**src/rtl/mem_port_arbiter.sv**
```systemverilog
// Arbitrates one single-ported memory between instruction fetch and data access.
// Data wins ties; fetch is granted after MAX_DATA_STREAK consecutive data wins.
module mem_port_arbiter #(
    parameter int ADDR_W          = 32,
    parameter int DATA_W          = 32,
    parameter int MAX_DATA_STREAK = 4
) (
    input  logic                clk,
    input  logic                reset,
    input  logic                if_req,
    input  logic [ADDR_W-1:0]   if_addr,
    output logic [DATA_W-1:0]   if_rdata,
    output logic                if_ack,
    input  logic                d_req,
    input  logic                d_we,
    input  logic [ADDR_W-1:0]   d_addr,
    input  logic [DATA_W-1:0]   d_wdata,
    input  logic [DATA_W/8-1:0] d_wstrb,
    output logic [DATA_W-1:0]   d_rdata,
    output logic                d_ack,
    output logic                stall_if,
    output logic                stall_mem,
    output logic                mem_valid,
    output logic                mem_we,
    output logic [ADDR_W-1:0]   mem_addr,
    output logic [DATA_W-1:0]   mem_wdata,
    output logic [DATA_W/8-1:0] mem_wstrb,
    input  logic                mem_ready,
    input  logic [DATA_W-1:0]   mem_rdata
);

    localparam int SW = $clog2(MAX_DATA_STREAK + 1);
    localparam logic [SW-1:0] STREAK_MAX = SW'(MAX_DATA_STREAK);

    typedef enum logic [1:0] {
        S_IDLE    = 2'd0,
        S_BUSY_IF = 2'd1,
        S_BUSY_D  = 2'd2
    } state_e;

    state_e              state_q;
    logic [SW-1:0]       streak_q, streak_d;
    logic                if_ack_q, d_ack_q;
    logic [DATA_W-1:0]   if_rdata_q, d_rdata_q;
    logic                mem_valid_q, mem_we_q;
    logic [ADDR_W-1:0]   mem_addr_q;
    logic [DATA_W-1:0]   mem_wdata_q;
    logic [DATA_W/8-1:0] mem_wstrb_q;

    logic if_elig, d_elig, grant_if, grant_d;

    // The ack cycle still shows the retiring request, so it must not re-arbitrate.
    assign if_elig  = if_req & ~if_ack_q;
    assign d_elig   = d_req  & ~d_ack_q;
    assign grant_if = (state_q == S_IDLE) & if_elig & (~d_elig | (streak_q == STREAK_MAX));
    assign grant_d  = (state_q == S_IDLE) & d_elig & ~grant_if;

    always_comb begin
        streak_d = streak_q;
        if (grant_if) begin
            streak_d = '0;
        end else if (grant_d) begin
            if (!if_elig)
                streak_d = '0;
            else if (streak_q != STREAK_MAX)
                streak_d = streak_q + SW'(1);
        end
    end

    always_ff @(posedge clk) begin
        if (reset) begin
            state_q     <= S_IDLE;
            streak_q    <= '0;
            if_ack_q    <= 1'b0;
            d_ack_q     <= 1'b0;
            if_rdata_q  <= '0;
            d_rdata_q   <= '0;
            mem_valid_q <= 1'b0;
            mem_we_q    <= 1'b0;
            mem_addr_q  <= '0;
            mem_wdata_q <= '0;
            mem_wstrb_q <= '0;
        end else begin
            if_ack_q <= 1'b0;
            d_ack_q  <= 1'b0;
            case (state_q)
                S_IDLE: begin
                    streak_q <= streak_d;
                    if (grant_if) begin
                        state_q     <= S_BUSY_IF;
                        mem_valid_q <= 1'b1;
                        mem_we_q    <= 1'b0;
                        mem_addr_q  <= if_addr;
                        mem_wdata_q <= '0;
                        mem_wstrb_q <= '0;
                    end else if (grant_d) begin
                        state_q     <= S_BUSY_D;
                        mem_valid_q <= 1'b1;
                        mem_we_q    <= d_we;
                        mem_addr_q  <= d_addr;
                        mem_wdata_q <= d_wdata;
                        mem_wstrb_q <= d_we ? d_wstrb : '0;
                    end
                end
                S_BUSY_IF: begin
                    if (mem_ready) begin
                        if_rdata_q  <= mem_rdata;
                        if_ack_q    <= 1'b1;
                        mem_valid_q <= 1'b0;
                        state_q     <= S_IDLE;
                    end
                end
                S_BUSY_D: begin
                    if (mem_ready) begin
                        if (!mem_we_q)
                            d_rdata_q <= mem_rdata;
                        d_ack_q     <= 1'b1;
                        mem_valid_q <= 1'b0;
                        state_q     <= S_IDLE;
                    end
                end
                default: state_q <= S_IDLE;
            endcase
        end
    end

    assign if_ack    = if_ack_q;
    assign d_ack     = d_ack_q;
    assign if_rdata  = if_rdata_q;
    assign d_rdata   = d_rdata_q;
    assign stall_if  = if_req & ~if_ack_q;
    assign stall_mem = d_req & ~d_ack_q;
    assign mem_valid = mem_valid_q;
    assign mem_we    = mem_we_q;
    assign mem_addr  = mem_addr_q;
    assign mem_wdata = mem_wdata_q;
    assign mem_wstrb = mem_wstrb_q;

endmodule

```
**config.mk**
```make
export PLATFORM = sky130hd
export DESIGN_NAME = mem_port_arbiter
export DESIGN_NICKNAME = d
export VERILOG_FILES = /design/src/rtl/mem_port_arbiter.sv
export SDC_FILE = /design/constraint.sdc
export NUM_CORES = 1
export LEC_CHECK = 0
export ABC_AREA = 1
export CORE_UTILIZATION = 40
export CTS_CLUSTER_SIZE = 14
export DETAILED_ROUTE_END_ITERATION = 10
export GPL_ROUTABILITY_DRIVEN = 0
export GPL_TIMING_DRIVEN = 1
export PLACE_DENSITY = 0.8
export SLEW_MARGIN = 10
export SYNTH_ARGS = -nofsm -noshare
export SYNTH_HDL_FRONTEND = slang
export SYNTH_SLANG_ARGS = --single-unit
export TNS_END_PERCENT = 50
```
**constraint.sdc**
```tcl
create_clock -name clk -period 1.7 [get_ports clk]
set_input_delay 0.34 -clock clk [delete_from_list [all_inputs] [get_ports clk]]
set_output_delay 0.34 -clock clk [all_outputs]
set_load 0.02 [all_outputs]
```
Word level (Yosys, flattened, before mapping)
Cells that the tools add are included.
Word-level totals
  register bits after elaboration: 141
  logic and storage cells: 67
  output and inout port bits: 138
  input port bits: 138
Operators by class
  mux-type cells: 22
  bitwise logic cells: 14
  eq/ne operators: 7
  reduce and logical (&&, ||, !) cells: 12
  $add $sub $neg: 1
Operators by type and width (count)
  $mux 32: 4
  $mux 3: 4
  $mux 4: 3
  $reduce_and 3->1: 3
  $not 1->1: 7
  $and 1x1->1: 6
  $mux 1: 6
  $mux 2: 3
  $ne 3x3->1 const B: 2
  $reduce_and 2->1: 3
  $reduce_or 2->1: 3
  $pmux 2 s2: 1
  $reduce_bool 2->1: 2
  $add 3x1->3 const B: 1
  $eq 3x3->1 const B: 1
  $ne 3x1->1 const B: 1
  $eq 2x1->1 const B: 1
  $eq 2x2->1 const B: 1
  $logic_not 2->1: 1
  $ne 2x1->1 const B: 1
  $pmux 1 s2: 1
  $or 1x1->1: 1

Longest topological paths before layout
Gate-level depths: netlist of the first run.
  depth after elaboration: 10
  depth in mapped cells: 9
  depth with buffers taken out: 9

Worst setup path before layout of the first run
OpenSTA, ideal clock, no wires.
  path type: register -> register
  start point: register state_q[0]
  end point: register mem_addr_q[30] (netlist: mem_addr[30])
  library setup time: 122 ps
  stages on the path, launching flop included: 9
  setup slack: 349 ps
  period minus slack after synthesis: 1351 ps
  required time: 1578 ps
  buffers on the path: 1
  arrival: 1230 ps
  cells stage by stage: dfxtp_1 > inv_1 > ha_1 > inv_2 > nor2_4 > nand2_2 > buf_4 > o21ai_0 > a21oi_1
Between the ends
  word-level cells in the longest chain between the ends: 7
RTL lines
  start: declaration: RTL line 41  | state_e state_q;
  start signal: assignment: RTL line 72  | state_q <= S_IDLE;
  start signal: assignment: RTL line 90  | state_q <= S_BUSY_IF;
  start signal: assignment: RTL line 97  | state_q <= S_BUSY_D;
  $logic_not 2->1 *: RTL line 55, 56, 86
  $and 1x1->1 (2 in series): RTL line 55  | assign grant_if = (state_q == S_IDLE) & if_elig & (~d_elig | (streak_q == STREAK_MAX));
  $not 1->1: RTL line 56  | assign grant_d = (state_q == S_IDLE) & d_elig & ~grant_if;
  $and 1x1->1: RTL line 56
  $reduce_bool 2->1 (no line)
  $reduce_and 2->1 (no line)
  end signal: assignment: RTL line 93  | mem_addr_q <= if_addr;
  end signal: assignment: RTL line 100  | mem_addr_q <= d_addr;
  end: declaration: RTL line 46  | logic [ADDR_W-1:0] mem_addr_q;
Mark *: on every way between the ends. The rest lies on a longest branch, timed or not.
A chain may end at the register's enable or synchronous reset.

Worst setup path in the final report of the first run
  start point: input if_req
  end point: output stall_if
Between the ends
  word-level cells in the longest chain between the ends: 1
RTL lines
  start: declaration: RTL line 10  | input logic if_req,
  $and 1x1->1: RTL line 131  | assign stall_if = if_req & ~if_ack_q;
  end: declaration: RTL line 21  | output logic stall_if,
No other way between the ends.

==> impl_metrics.toml, run 1 <==
[cts]
clk_pin_slew_worst_paths_ps = 60
cts_root_buf = "clkbuf_16"
cts_made_buffers = 17
tritoncts = "yes"
post_cts_buffers = 0
clk_latency_ps = 410
clock-sinks = 141
clk_path_buf_depth = 2
htree_levels = 4

[min_path]
min_from = "mem_wdata[4]"
hold_path_class = "reg2reg"

[logic_synthesis]
synth_top_area_share_pct = 50.6
yosys.area.top_type = "dfxtp_1"
synthCells = 763
syn_avg_cell_area_um2 = 7.32
ys_seq_area_share_pct = 50.6
ys_warn_count = 0
ys_types = 19
ys_ff_latch = 141
syn_nets = 906
netlist_area_um2 = 5580
synth_area_leaders = "dfxtp_1, nor2_1, o21ai_0, nand2_1, a21oi_1"

[finish]
diodes = 0
final_cells = 1220
num-fill-cells = 1183
drive_gt1_share_pct = 6.80
area_delta_synth_final_pct = 64.4
nNetsFinal = 1174

[route]
vias = 5969
ant_nets = 0
wl_met2_mm = 8.09
wl_met1_mm = 7.18
drcViolationCount = 0
totalWireLength_mm = 17.9
viasPerCell = 4.89
routedWlPerCell_um = 14.7
first_pass_iters = 5
wl_met3_mm = 1.95
drt_iter0_drc = 420
top_layer = "met4"

[critical_path]
crit_type = "in2out"
cp_top_family = "buffers and inverters"
worst-path-buf-inv = 3
slowest_stage = "clkdlybuf4s50_1"
start_kind = "primary input"
r2r_slack_ps = 150
slowest_delay_ps = 480
required_ps = 1360
worst-path-max-fanout = 2
crit_path_start = "if_req"
critPathCaptureType = "primary output"
r2r-start = "streak_q[0]"
path_cells = "clkdlybuf4s50_1 -> nand2_2 -> inv_1 -> dlygate4sd2_1"
arrival_ps = 1280

[placement]
io_buffers = 275
dp_cells = 1188
dpl.hpwl_mm = 11.8

[pwr]
power_density_nw_per_um2 = 1160
peakVddDrop_mv = 0.781
cellLeakagePower_nw = 4.41
power.total_mw = 10.7

[floorplanning]
initial_core_util_pct = 41.7
die_h_um = 120
num_rows = 42
fp.dieArea_um2 = 14400
fp.dieW_um = 120
ioPinCount = 276
placeableCoreArea_um2 = 13400

[job]
drv_cap = 0

[global_routing]
grt_antenna_before_repair = 0
grt_max_degree = 54
grt_usage_pct = 25.2
grt_pass1_wl_mm = 28.5
grt_pass1_vias = 5739
gr-total-overflow = 0

[sta]
hold_viol = 0
timing.setup.tns_ps = 0
finalCritPeriodShare_pct = 95.4
min_period_ps = 1620
worstMarginPinSlew_ps = 453
setup_viol = 0
final_max_slew_viol_count = 0
rsz0062_at_grt = "no"
clock_skew_ps = 8.66
max_slew_margin_pct = 69.8
max_freq_mhz = 617
hold_ws_ps = 459

[status]
status = "finished, final reports clean"
synth_stat cells:
| master | n |
|---|---|
| a21oi_1 | 74 |
| buf_1 | 1 |
| buf_2 | 32 |
| buf_4 | 2 |
| clkbuf_1 | 19 |
| clkinv_1 | 1 |
| dfxtp_1 | 141 |
| ha_1 | 5 |
| inv_1 | 52 |
| inv_2 | 1 |
| nand2_1 | 120 |
| nand2_2 | 3 |
| nand3_1 | 74 |
| nand3_2 | 1 |
| nor2_1 | 137 |
| nor2_4 | 1 |
| o21ai_0 | 95 |
| o21ai_1 | 3 |
| o21bai_1 | 1 |
what timing repair did:
action                                  4_1_cts  5_1_grt
endpoints found under the setup margin      129       11
gates resized for setup                     129       12
endpoints found under the hold margin         0        0
hold buffers                                  0        0
sequential cells by signal, indices dropped and copies added (netlist names):
name	flops
mem_we	1
if_ack	1
mem_addr	32
d_rdata	32
state_q	2
if_rdata	32
d_ack	1
mem_wdata	32
streak_q	3
mem_valid	1
mem_wstrb	4
power breakdown:
part	leakage [nW]	internal (mW)	switching, mW	total (mW)
clock	0.308	2.44	1.45	3.89
combinational	2.95	1.22	1.68	2.91
sequential	1.15	3.70	0.178	3.88
total	4.41	7.36	3.31	10.7
cell type report:
cell class	instances	area, um^2	share of cell area [%]
Clock inverter	12	156	1.70
Tap cell	176	220	2.40
Timing Repair Buffer	303	3000	32.6
Inverter	54	203	2.21
Sequential cell	141	2820	30.8
Multi-Input combinational cell	514	2310	25.2
Clock buffer	20	467	5.08
worst paths after layout:
| kind | end | cells after the start |
|---|---|---|
| worst max-delay path | stall_if | 4 |
| worst min-delay path | mem_wdata[4] | 2 |
| worst max register to register | mem_wdata[22] | 8 |
| worst min register to register | mem_wdata[4] | 2 |
per-layer routing:
layer / up-vias / GRT usage (%)
li1: 3000 / -
met1: 2656 / 29.5
met2: 267 / 39.9
met3: 46 / 9.55
met4: 0 / 13.0
met5: - / 0
through the flow:
stage / utilization, % / area (um^2) / setup slack, ps
after floorplan: - / 5580 / 349
after global placement: 64.9 / 8690 / -246
after detailed placement: 64.9 / 8690 / -240
after CTS: 68.3 / 9160 / 0.890
after global routing: 68.5 / 9180 / 13.0
final: 68.5 / 9180 / 78.3
kinds of logic after synthesis:
kind of cell / count (synthesis) / synth area share, %
simple gates: 336 / 24.6
compound gates: 173 / 15.6
flops: 141 / 50.6
buf+inv: 108 / 8.11
fa+ha+maj: 5 / 1.12
cell usage in the layout, fill, tap and decap left out:
| cell type | instances |
|---|---|
| o21ai_0 | 95 |
| inv_6 | 4 |
| nor2_1 | 135 |
| clkinv_4 | 1 |
| dfxtp_1 | 141 |
| a21oi_2 | 1 |
| clkdlybuf4s50_1 | 137 |
| buf_12 | 14 |
| dlymetal6s2s_1 | 9 |
| clkinv_2 | 3 |
| nand2_2 | 3 |
| nor2_2 | 2 |
| clkbuf_8 | 3 |
| inv_1 | 52 |
| clkinvlp_4 | 1 |
| nand3_2 | 1 |
| clkbuf_2 | 1 |
| o21ai_1 | 3 |
| buf_4 | 14 |
| inv_2 | 2 |
| ha_1 | 5 |
| nor2_4 | 1 |
| bufinv_16 | 3 |
| dlygate4sd2_1 | 128 |
| clkbuf_16 | 17 |
| o21bai_1 | 1 |
| nand2_1 | 120 |
| nand3_1 | 74 |
| a21oi_1 | 73 |
worst reg2reg max path: cells and delay by family (launching register included):
family / cells / cell delay, ps
AND/OR/NAND/NOR: 4 / 490
flip-flops: 1 / 340
adder cells (fa/ha/maj): 1 / 190
AO/OA/AOI/OAI: 1 / 170
buffers and inverters: 2 / 290
Note: power is estimated with default switching activity, not from simulation.
==> inputs of run 2 (changes only) <==
- PLACE_DENSITY: 0.8 -> unset
- PLACE_DENSITY_LB_ADDON: unset -> 0.1
==> run 2 against run 1 <==
Count of clock-buffer cells in the layout rose by 1. Setup slack improved by 23 ps. First-iteration DRC count fell by 19%. Cell count fell by 0.41%. Utilization fell by 0.55 points. Clock skew fell by 1.1 ps. Die area did not move. Critical path type unchanged. Critical endpoint unchanged.
==> impl_metrics.toml, run 2 (synthesized netlist as in run 1, its figures left out) <==
[min_path]
hold_path_end = "mem_wdata[19]"
min_from = "mem_wdata[19]"
hold_path_depth = 2
hold_path_class = "reg2reg"

[finish]
final_common_cell = "dfxtp_1"
diodes = 0
drive_gt1_share_pct = 6.26
area_delta_synth_final_pct = 63.1
num-fill-cells = 1242
nNetsFinal = 1171
layout_common_cells = "dfxtp_1, clkdlybuf4s50_1, nor2_1, dlygate4sd2_1, nand2_1"
final_util_pct = 67.9

[critical_path]
timing.rr.end = "mem_wdata[1]"
cp_top_family = "buffers and inverters"
slowest_delay_ps = 470
worst-path-max-fanout = 2
path_cells = "clkdlybuf4s50_1 -> nand2_2 -> inv_1 -> dlygate4sd2_1"
crit_path_start = "if_req"
r2r_slack_ps = 130
crit_type = "in2out"
critPathCaptureType = "primary output"
required_ps = 1360
r2r_cells = 8
r2r-start = "streak_q[0]"
arrival_ps = 1260
start_kind = "primary input"
slowest_stage = "clkdlybuf4s50_1"
worst-path-buf-inv = 3

[global_routing]
gr-total-overflow = 0
grt_antenna_before_repair = 0
grt_pass1_vias = 5430
grt_usage_pct = 24.2
grt_pass1_wl_mm = 27.5
grt_max_degree = 65

[cts]
clk_latency_ps = 420
htree_levels = 4
cts_made_buffers = 17
cts_root_buf = "clkbuf_16"
clk_path_buf_depth = 2
clock-sinks = 141
tritoncts = "yes"
clk_pin_slew_worst_paths_ps = 60

[placement]
place_ws_ps = -221
dpl.hpwl_mm = 11.8
io_buffers = 275

[sta]
max_slew_margin_pct = 81.6
final_max_slew_viol_count = 0
rsz0062_at_grt = "no"
min_period_ps = 1600
finalCritPeriodShare_pct = 94.0
setup_viol = 0
hold_viol = 0
setup_slack_ps = 101
timing.setup.tns_ps = 0
worstMarginPinSlew_ps = 277
clock_skew_ps = 7.52
max_freq_mhz = 626
hold_ws_ps = 460

[route]
first_pass_iters = 4
drt_iter0_drc = 341
vias = 5856
routedWlPerCell_um = 14.3
drcViolationCount = 0
ant_nets = 0
viasPerCell = 4.82
totalWireLength_mm = 17.4

[pwr]
swShare_pct = 31.5
net-switching-power_mw = 3.26
cellLeakagePower_nw = 4.38
peakVddDrop_mv = 0.856
p_seq_share_pct = 37.5
clkPwrFrac_pct = 34.4
pwr-share-comb_pct = 28.2
p_int_mw = 7.09
power_density_nw_per_um2 = 1140
power.total_mw = 10.3

[floorplanning]
initial_core_util_pct = 41.7
num_rows = 42
ioPinCount = 276
fp.dieArea_um2 = 14400
die_h_um = 120
fp.dieW_um = 120
placeableCoreArea_um2 = 13400

[job]
drv_cap = 0

[status]
status = "finished, final reports clean"
-- run 2: power by group through the flow --
stage                     combinational [mW]  sequential, mW  clock (mW)
after CTS                               2.94            3.88        3.63
after global placement                  3.15            3.95           0
final                                   2.92            3.88        3.56
after floorplan                         1.12            4.42           0
after detailed placement                3.16            3.96           0
after global routing                    3.19            3.92        3.78
-- run 2: per-layer routing --
| metal | GRT usage (%) | vias to the layer above | part of all wire (%) |
|---|---|---|---|
| met2 | 39.5 | 197 | 47 |
| li1 | - | 2985 | - |
| met3 | 8.17 | 29 | 8.6 |
| met4 | 10.3 | 0 | 2.4 |
| met1 | 28.9 | 2645 | 42 |
| met5 | 0 | - | 0 |
-- run 2: per-stage QoR --
stage	area, um^2	instances
4_1_cts	9080	1215
2_1_floorplan	5580	763
6_report	9100	1215
3_3_place_gp	8670	1185
5_1_grt	9100	1215
3_5_place_dp	8670	1185
-- run 2: how the worst max path moves through the flow --
stage	end	slack [ps]	cells after the start
2_1_floorplan	mem_addr[30]	350	8
5_1_grt	mem_wdata[14]	20	8
6_report	stall_if	100	4
3_3_place_gp	stall_mem	-200	4
3_5_place_dp	stall_mem	-220	4
4_1_cts	mem_addr[8]	1	1
-- run 2: layout make-up --
class	count	area (um^2)	area share [%]
timing repair buffer	300	2980	32.7
sequential	141	2820	31.0
multi-input combinational	514	2310	25.4
clock buffer	21	480	5.28
tap	176	220	2.42
inverter	54	203	2.23
clock inverter	9	87.6	0.962
-- run 2: timing repair --
item	4_1_cts	5_1_grt
resized for setup	127	13
endpoints found under the setup margin	127	12
pin swaps	0	0
buffers inserted	0	0
hold buffers	0	0
-- run 2: tightest hold or removal path, stage by stage, from the launching register on --
cell and delay (ps):
dfxtp_1 310, nand2_1 60, a21oi_1 50
==> inputs of run 3 (changes only) <==
- CORE_UTILIZATION: 40 -> 44
- clock period: 1.7 -> 1.9 ns (I/O delays scaled with it)
==> run 3 against run 2 <==
Combinational power decreased by 4%. Critical endpoint is now mem_we. Sequential power is 10% lower. Utilization grew 7.3 points. Setup slack got worse by 34 ps. Critical path depth shrank 3.
==> impl_metrics.toml, run 3 (synthesized netlist as in run 1, its figures left out) <==
[sta]
final_max_slew_viol_count = 0
clock_skew_ps = 5.67
timing.setup.tns_ps = 0
rsz0062_at_grt = "no"
hold_viol = 0
setup_viol = 0
finalCritPeriodShare_pct = 96.5
max_slew_margin_pct = 70.5
min_period_ps = 1830
worstMarginPinSlew_ps = 442
max_freq_mhz = 546

[cts]
clk_path_buf_depth = 2
cts_root_buf = "clkbuf_16"
clock-sinks = 141
tritoncts = "yes"
post_cts_buffers = 0
clk_latency_ps = 420
cts_made_buffers = 17
clk_pin_slew_worst_paths_ps = 60
htree_levels = 4

[route]
drt_iter0_drc = 340
viasPerCell = 4.89
vias = 5898
totalWireLength_mm = 17.2
drcViolationCount = 0
first_pass_iters = 4
ant_nets = 0
routedWlPerCell_um = 14.2

[global_routing]
grt_max_degree = 51
grt_usage_pct = 26.4
grt_pass1_vias = 5487
grt_antenna_before_repair = 0
grt_pass1_wl_mm = 27.0
gr-total-overflow = 0

[pwr]
cellLeakagePower_nw = 3.68
power_density_nw_per_um2 = 1030
peakVddDrop_mv = 0.725
power.total_mw = 9.48

[finish]
final_common_cell = "clkdlybuf4s50_1"
area_delta_synth_final_pct = 64.6
seq_area_um2 = 2820
drive_gt1_share_pct = 5.77
layout_common_cells = "clkdlybuf4s50_1, dfxtp_1, nor2_1, nand2_1, o21ai_0"
diodes = 0
nNetsFinal = 1169
multiInputGateArea_um2 = 2310
num-fill-cells = 984
final_cells = 1207

[placement]
dpl.hpwl_mm = 11.4
dp_cells = 1175
io_buffers = 275

[floorplanning]
placeableCoreArea_um2 = 12200
fp.dieArea_um2 = 13100
ioPinCount = 276
initial_core_util_pct = 45.7
num_rows = 40
fp.dieW_um = 115
die_h_um = 115

[critical_path]
slowest_stage = "clkdlybuf4s50_1"
slowest_delay_ps = 660
arrival_ps = 1450
required_ps = 1520
cp_top_family = "buffers and inverters"
crit_type = "reg2out"
start_kind = "register"
worst-path-max-fanout = 3
worst-path-buf-inv = 1
critPathCaptureType = "primary output"
path_cells = "clkdlybuf4s50_1"

[job]
drv_cap = 0

[min_path]
hold_path_class = "reg2reg"

[status]
status = "finished, final reports clean"
[run 3: cell types whose count changed in the layout (fill, tap and decap cells not counted), sizes merged]
cell,delta
clkinv,+3
clkdlybuf4s50,+136
inv,-1
dlygate4sd2,-124
buf,-2
clkinvlp,-2
dlymetal6s2s,-11
bufinv,+1
[run 3: report_power, final]
part	switching, mW	internal (mW)
Sequential	0.169	3.31
Clock	1.23	1.96
Combinational	1.50	1.30
[run 3: area by class of cell]
type                       instances  area share [%]
clock inverter                    10            1.27
tap                              168            2.29
inverter                          54            2.21
sequential                       141            30.7
clock buffer                      22            4.94
multi-input combinational        514            25.1
timing repair buffer             298            33.4
[run 3: path summary, 6_finish.rpt]
| kind | startpoint | end | slack, ps | depth (start not counted) |
|---|---|---|---|---|
| min reg2reg | mem_wdata[13] | mem_wdata[13] | 460 | 2 |
| max | mem_we | mem_we | 70 | 1 |
| min | mem_wdata[13] | mem_wdata[13] | 460 | 2 |
| max reg2reg | streak_q[0] | streak_q[2] | 320 | 8 |
[run 3: routing by layer]
metal,routed length [um],up-vias,global-route usage [%],part of all wire [%]
met3,1530,32,9.85,8.9
met2,8170,225,43.6,48
met5,0,-,0,0
met1,7010,2658,30.5,41
met4,448,0,11.9,2.6
li1,-,2983,-,-
[run 3: stage by stage]
stage	util [%]	cell area, um^2	worst slack (ps)	hold WS [ps]
floorplan	-	5580	549	461
global placement	70.6	8620	-64.7	451
detailed placement	70.6	8620	-76.7	453
CTS	75.3	9190	46.7	462
global route	75.3	9190	22.5	473
finish	75.3	9190	67.1	459
[run 3: repair_timing]
item,in CTS,in global routing
resized for setup,2,0
setup endpoints to repair,2,0
hold buffers,0,0
